$ cat config.mk
export PLATFORM = sky130hd
export DESIGN_NAME = mpb_arbiter
export DESIGN_NICKNAME = d
export VERILOG_FILES = /design/src/rtl/mpb_arbiter_pkg.sv /design/src/rtl/mpb_arb_rr_pick.sv /design/src/rtl/mpb_arbiter.sv
export SDC_FILE = /design/constraint.sdc
export NUM_CORES = 1
export LEC_CHECK = 0
export BUFFER_PORTS_ARGS = -buffer_cell sky130_fd_sc_hd__buf_2
export CAP_MARGIN = 10
export CORE_AREA = 8 8 152 154
export CTS_CLUSTER_DIAMETER = 60
export DETAILED_ROUTE_END_ITERATION = 8
export DIE_AREA = 0 0 160 162
export HOLD_SLACK_MARGIN = 0.03
export PLACE_DENSITY_LB_ADDON = 0.05
export SYNTH_ARGS = -nofsm -noshare
export SYNTH_HDL_FRONTEND = slang
export SYNTH_SLANG_ARGS = --single-unit
$ cat constraint.sdc
create_clock -name clk -period 3.76 [get_ports clk]
set_clock_uncertainty 0.1 [all_clocks]
set_input_delay 1.128 -clock clk [delete_from_list [all_inputs] [get_ports clk]]
set_output_delay 1.128 -clock clk [all_outputs]
set_load 0.02 [all_outputs]
$ cat src/rtl/mpb_arbiter_pkg.sv
// Shared types, constants and helpers for the MPB arbiter.
// Latency: n/a (declarations only).
// Backpressure: n/a.
package mpb_arbiter_pkg;

  typedef enum logic {
    IDLE = 1'b0,
    BUSY = 1'b1
  } state_t;

  // Read data returned on a timed-out transfer; sliced down to DATA_W (max 64).
  localparam logic [63:0] MPB_ERR_RDATA = '1;

  // Index width that never collapses to zero bits (N=1 or N=2 still get 1 bit).
  function automatic int clog2_min1(input int n);
    return (n <= 2) ? 1 : $clog2(n);
  endfunction

endpackage

$ cat src/rtl/mpb_arb_rr_pick.sv
// Round-robin picker: first asserted request searching upward from rr_ptr+1.
// Latency: purely combinational, 0 cycles.
// Backpressure: none; the caller decides when the pick is consumed.
module mpb_arb_rr_pick #(
  parameter int N_REQ = 4,
  parameter int IW    = 2
) (
  input  logic [N_REQ-1:0] req,
  input  logic [IW-1:0]    rr_ptr,
  output logic             any,
  output logic [IW-1:0]    idx
);

  logic [IW-1:0] cand;

  // Scan farthest-first so the nearest requester after rr_ptr is written last and wins.
  always_comb begin
    any  = 1'b0;
    idx  = '0;
    cand = '0;
    for (int i = N_REQ; i >= 1; i--) begin
      cand = IW'((int'(rr_ptr) + i) % N_REQ);
      if (req[cand]) begin
        any = 1'b1;
        idx = cand;
      end
    end
  end

endmodule

$ cat src/rtl/mpb_arbiter.sv
// Shares one MPB target between N_REQ requesters with round-robin grants and optional timeout.
// Latency: 1 arbitration cycle, then target path is combinational; 1 idle bubble between grants.
// Backpressure: requesters hold vld until req_rdy; target stalls via tgt_rdy, bounded by TIMEOUT.
module mpb_arbiter
  import mpb_arbiter_pkg::*;
#(
  parameter int N_REQ   = 4,
  parameter int ADDR_W  = 32,
  parameter int DATA_W  = 32,
  parameter int TIMEOUT = 256
) (
  input  logic                           clk,
  input  logic                           reset_n,
  input  logic [N_REQ-1:0]               req_vld,
  input  logic [N_REQ-1:0]               req_wr,
  input  logic [N_REQ*ADDR_W-1:0]        req_addr,
  input  logic [N_REQ*DATA_W-1:0]        req_wdata,
  output logic [N_REQ-1:0]               req_rdy,
  output logic [DATA_W-1:0]              req_rdata,
  output logic                           req_err,
  output logic                           tgt_vld,
  output logic                           tgt_wr,
  output logic [ADDR_W-1:0]              tgt_addr,
  output logic [DATA_W-1:0]              tgt_wdata,
  input  logic                           tgt_rdy,
  input  logic [DATA_W-1:0]              tgt_rdata,
  output logic [clog2_min1(N_REQ)-1:0]   gnt_id,
  output logic                           busy
);

  localparam int IW     = clog2_min1(N_REQ);
  localparam int CW     = clog2_min1(TIMEOUT + 1);
  localparam bit TMO_EN = (TIMEOUT > 0);

  state_t        state_q, state_d;
  logic [IW-1:0] gnt_q, gnt_d;
  logic [IW-1:0] rr_q, rr_d;
  logic [CW-1:0] cnt_q, cnt_d;
  logic          pick_any;
  logic [IW-1:0] pick_idx;
  logic          active;
  logic          sel_vld;
  logic          done;
  logic          tmo_hit;

  mpb_arb_rr_pick #(
    .N_REQ (N_REQ),
    .IW    (IW)
  ) u_pick (
    .req    (req_vld),
    .rr_ptr (rr_q),
    .any    (pick_any),
    .idx    (pick_idx)
  );

  // Qualifiers for the granted transfer; outputs are forced quiet while reset is held.
  always_comb begin
    active  = reset_n && (state_q == BUSY);
    sel_vld = req_vld[gnt_q];
    done    = active && sel_vld && tgt_rdy;
    tmo_hit = TMO_EN && active && sel_vld && !tgt_rdy && (cnt_q == CW'(TIMEOUT - 1));
  end

  // State register with synchronous reset; rr_ptr starts at the top so requester 0 wins first.
  always_ff @(posedge clk) begin
    if (!reset_n) begin
      state_q <= IDLE;
      gnt_q   <= '0;
      rr_q    <= IW'(N_REQ - 1);
      cnt_q   <= '0;
    end else begin
      state_q <= state_d;
      gnt_q   <= gnt_d;
      rr_q    <= rr_d;
      cnt_q   <= cnt_d;
    end
  end

  // Next state: grant in IDLE, release on completion/timeout, drop silently on abandon.
  always_comb begin
    state_d = state_q;
    gnt_d   = gnt_q;
    rr_d    = rr_q;
    cnt_d   = cnt_q;
    case (state_q)
      IDLE: begin
        cnt_d = '0;
        if (pick_any) begin
          state_d = BUSY;
          gnt_d   = pick_idx;
        end
      end
      BUSY: begin
        if (done || tmo_hit) begin
          state_d = IDLE;
          rr_d    = gnt_q;
        end else if (!sel_vld) begin
          state_d = IDLE;
        end else begin
          cnt_d = cnt_q + CW'(1);
        end
      end
      default: state_d = IDLE;
    endcase
  end

  // Output muxes: route granted requester to the target and the completion back to it.
  always_comb begin
    tgt_vld   = 1'b0;
    tgt_wr    = 1'b0;
    tgt_addr  = '0;
    tgt_wdata = '0;
    req_rdy   = '0;
    req_rdata = '0;
    req_err   = 1'b0;
    if (active) begin
      tgt_vld   = sel_vld && !tmo_hit;
      tgt_wr    = req_wr[gnt_q];
      tgt_addr  = req_addr[int'(gnt_q)*ADDR_W +: ADDR_W];
      tgt_wdata = req_wdata[int'(gnt_q)*DATA_W +: DATA_W];
      req_rdata = tmo_hit ? MPB_ERR_RDATA[DATA_W-1:0] : tgt_rdata;
      req_err   = tmo_hit;
      if (done || tmo_hit) begin
        req_rdy[gnt_q] = 1'b1;
      end
    end
  end

  assign gnt_id = gnt_q;
  assign busy   = active;

endmodule

== Yosys cells after proc, flatten, opt, wreduce, memory -nomap -nowiden ==
Cells that the tools add are included.
Storage, ports and cells
  register bits after elaboration: 14
  input port bits: 299
  output and inout port bits: 106
  logic and storage cells: 72
Cells by class
  $add $sub $neg: 5
  magnitude comparators: 6
  eq/ne operators: 3
  shift operators: 2
  muxes and demuxes: 38
  bitwise operators: 1
  reduce and logical (&&, ||, !) cells: 13
Operators with widths (count)
  128-bit by 8-bit indexed part select with 32-bit output: 2
  32-bit two-way mux: 4
  9-bit two-way mux: 2
  9-bit one-hot mux with 2 select lines: 1
  1-bit two-way mux: 17
  2-bit by 3-bit less-than comparator with 1-bit output (second input constant): 5
  1-bit binary-select mux with 2-bit select: 6
  9-bit by 1-bit adder with 9-bit output (second input constant): 1
  9-bit by 8-bit == test with 1-bit output (second input constant): 1
  2-bit two-way mux: 4
  4-bit two-way mux: 2
  1-bit logical AND: 7
  2-bit AND reduction: 3
  2-bit by 1-bit adder with 2-bit output (second input constant): 2
  2-bit adder (second input constant): 2
  1-bit demux with 2-bit select: 1
  2-bit by 1-bit greater-or-equal comparator with 1-bit output (second input constant): 1
  1-bit zero test: 2
  2-bit by 1-bit != test with 1-bit output (second input constant): 1
  2-bit != test (second input constant): 1
  1-bit one-hot mux with 2 select lines: 1
  1-bit logical OR: 1
  1-bit inverter: 1

== Longest topological paths before layout ==
  word-level depth: 9
  depth in mapped cells: 9
  gate-level depth less buffers: 7

== Hierarchy ==
From an unflattened synthesis, not the netlist that was laid out.
Second synthesis, totals
  cell total of the unflattened synthesis: 297
  area total of the unflattened synthesis: 3135.5 µm²
Modules (own cells, without submodules)
  mpb_arbiter: instances 1, cells each 283, area an instance 3044.2 µm², sequential area each 280.3 µm²
  mpb_arb_rr_pick: instances 1, cells each 14, area an instance 91.3 µm², sequential area each 0.0 µm²

== Least setup slack after synthesis ==
No wires, ideal clock.
  kind: input to output
  start point: input reset_n
  end point: output req_err
  arrival: 2.235 ns
  data required time: 2.532 ns
  path slack: 0.297 ns
  cell stages on the path: 6
  buffers on the path: 2
  cell sequence: buf_2 -> nand2_1 -> inv_1 -> clkbuf_1 -> nand2_1 -> nor2_1
Between the ends
  word-level cells in the longest chain between the ends: 5
RTL lines
  start: declaration: line mpb_arbiter.sv:13  | input logic reset_n,
  1-bit logical AND *: line mpb_arbiter.sv:58  | active = reset_n && (state_q == BUSY);
  net busy: line mpb_arbiter.sv:28  | output logic busy
  1-bit logical AND (3 in series): line mpb_arbiter.sv:61  | tmo_hit = TMO_EN && active && sel_vld && !tgt_rdy && (cnt_q == CW'(TIMEOUT - 1));
  1-bit two-way mux *: line mpb_arbiter.sv:116  | if (active) begin
  end: declaration: line mpb_arbiter.sv:20  | output logic req_err,
The timed path passes the listed nets; every way through them passes the cells marked *.

== Worst setup path after layout ==
  start point: input req_vld[1]
  end point: output req_rdata[16]
Between the ends
  word-level cells in the longest chain between the ends: 7
RTL lines
  start: declaration: line mpb_arbiter.sv:14  | input logic [N_REQ-1:0] req_vld,
  1-bit binary-select mux with 2-bit select: line mpb_arbiter.sv:59  | sel_vld = req_vld[gnt_q];
  1-bit two-way mux (implied by the code): line mpb_arbiter.sv:59
  1-bit logical AND (3 in series): line mpb_arbiter.sv:61
  32-bit two-way mux: line mpb_arbiter.sv:121  | req_rdata = tmo_hit ? MPB_ERR_RDATA[DATA_W-1:0] : tgt_rdata;
  32-bit two-way mux: line mpb_arbiter.sv:116
  end: declaration: line mpb_arbiter.sv:19  | output logic [DATA_W-1:0] req_rdata,
No other way between the ends. The select of a mux whose other input is x is not followed.

==> impl_metrics.toml <==
[status]
outcome = "complete, no violations"

[logic_synthesis]
synth_area_leader_cell = "mux4_2"
avgSynthCellArea_sq_um = 9.57
synth_ff_type = "dfxtp_1"
ys_ff_latch = 14
yosys.area.top_type_share_pct = 48.0
yosysSeqAreaShare_pct = 9.04
ys_types = 37
synthArstFlopShare_pct = 0
synthCells = 324
synth_area_leaders = "mux4_2, and2_1, dfxtp_1, nor2_1, clkbuf_1"
syn_area_sq_um = 3100
ys_warn_count = 0
synth.net_count = 625
synth-edff-count = 0

[worst_setup_path]
reg2reg_depth = 7
path_max_fanout = 32
required_ns = 2.53
cp-start-kind = "primary input"
end_kind = "primary output"
criticalPathCategory = "in -> out"
arrival_ns = 2.43

[clocking]
htreeDepth = 1
postCtsSetupBuffers = 0
clock_latency_ns = 0.24
cts_tree = "yes"
clock_path_buffers = 2
cts_buffers = 3
path_clk_slew_ns = 0.04
cts-root-buf = "clkbuf_16"
post_cts_resized = 0
cts_num_sinks = 14
holdBufCountCts = 0

[global_route]
track_usage_pct = 15.5
antenna_found_initial = 7
globalRoute.totalOverflow = 0
grt_pass1_vias = 4491
grt_pass1_wl_mm = 31.0
grt_max_degree = 46

[routing]
viasPerCell = 4.23
drtAntennaViolNets = 0
avgRoutedWirePerCell_um = 21.5
drt-initial-drc-count = 209
vias = 4192
drc = 0
wirelength_mm = 21.3
drt_pre_antenna_iters = 4

[floorplanning]
io_pins = 405
die_h_um = 162
num_rows = 53
die_area_sq_um = 25900
die_w_um = 160
start_util_pct = 15.0
design.core.area_sq_um = 20700

[sta]
final.setup.tns_ns = 0
finalCriticalPeriod_ns = 3.66
tightest_slew_ns = 0.554
setup_ws_ns = 0.0980
slew-limit-headroom_pct = 62.9
fmax_ghz = 0.273
setup_viol = 0
rsz0062_at_grt = "false"
finalCritPeriodShare_pct = 97.4
slew_viol_final = 0
hold_viol_final = 0

[placed_design]
port_buffers = 404
place.gp.congestion = 0.846
dpl.hpwl_mm = 18.6
dp_slack_ns = 0.0939

[cells_and_area]
layout.nets = 1012
seqCellArea_sq_um = 288
fill_cells = 2338
multiInputGateArea_sq_um = 2630
drive_gt1_share_pct = 70.1
area_growth_pct = 78.3

[min_path]
hp-class = "reg -> reg"
hold_depth = 2

[pwr]
p_per_area_nw_per_um2 = 203
leakagePower_nw = 2.82
ir_worst_vdd_mv = 0.175

[flow_run]
drv_cap = 0
==> logic make-up after synthesis <==
kind of cell	share of synthesized area (%)
simple gates	29.2
buf+inv	6.22
fa+ha+maj	0.807
xor+xnor	1.41
compound gates	4.68
flops	9.04
mux	48.6
==> critical path: stages <==
cell	delay, ns
buf_2	0.13
mux4_2	0.47
nor2b_2	0.19
buf_12	0.17
nor2_1	0.11
nor2_1	0.06
buf_2	0.18
==> cell type report <==
type / count / area share [%]
Multi-Input combinational cell: 272 / 47.6
Timing Repair Buffer: 415 / 39.0
Tap cell: 275 / 6.23
Sequential cell: 14 / 5.21
Clock buffer: 4 / 1.43
Inverter: 5 / 0.340
Antenna cell: 5 / 0.226
==> flip-flops by register name, indices dropped and copies added, names as in the netlist <==
name     flops
cnt_q        9
gnt_id       2
rr_q         2
state_q      1
==> layout by cell type (no fill, tap or decap), types with 2 or more instances in the layout <==
cell,n
a21oi_1,5
and2_1,66
and3_1,4
and4_1,3
buf_12,4
buf_2,404
buf_4,7
clkbuf_16,3
dfxtp_1,12
dfxtp_4,2
diode_2,5
ha_1,2
inv_1,4
mux2i_1,2
mux4_2,66
nand2_1,10
nand3_1,4
nand4_1,2
nor2_1,68
nor2_2,10
o21ai_0,6
xor2_1,5
==> cell usage after synthesis, types with 2 or more instances <==
master and instances:
nand2_1 10, ha_1 2, and4_1 3, xor2_1 5, buf_6 5, clkbuf_1 18
buf_2 10, nor2_1 68, a21oi_1 5, dfxtp_1 14, and3_1 4, mux4_2 66
inv_1 5, o21ai_0 6, nor2_2 10, nand4_1 2, mux2i_1 2, nand3_1 4
nor2b_1 2, and2_1 66
==> layer usage <==
metal / global-route usage [%] / vias up / routed length [um]
met5: 0 / - / 31
met4: 3.57 / 4 / 358
met3: 4.40 / 24 / 1630
met2: 28.6 / 211 / 11300
met1: 17.3 / 1974 / 7980
li1: - / 1979 / -
==> report_power, final <==
group | internal, mW | total [mW] | leakage, nW | switching, mW
Sequential | 0.156 | 0.178 | 0.115 | 0.0226
Combinational | 0.395 | 0.743 | 2.67 | 0.348
Clock | 0.143 | 0.201 | 0.0382 | 0.0580
Total | 0.694 | 1.12 | 2.82 | 0.429
==> stage by stage <==
step	cell area (sq um)	hold slack, ns	util (%)	power (mW)	cells
5_1_grt	5520	0.412	26.7	1.21	989
6_report	5530	0.385	26.7	1.12	990
3_5_place_dp	5430	0.380	26.3	0.939	981
4_1_cts	5510	0.390	26.6	1.15	985
2_1_floorplan	3100	0.354	-	0.617	324
3_3_place_gp	5430	0.376	26.3	0.931	981
==> worst paths after layout <==
path	start	end	slack [ns]
min reg2reg	cnt_q[7]	cnt_q[7]	0.39
min	cnt_q[7]	cnt_q[7]	0.39
max	req_vld[1]	req_rdata[16]	0.1
max reg2reg	cnt_q[0]	cnt_q[7]	1.30
(Power assumes the default switching activity.)
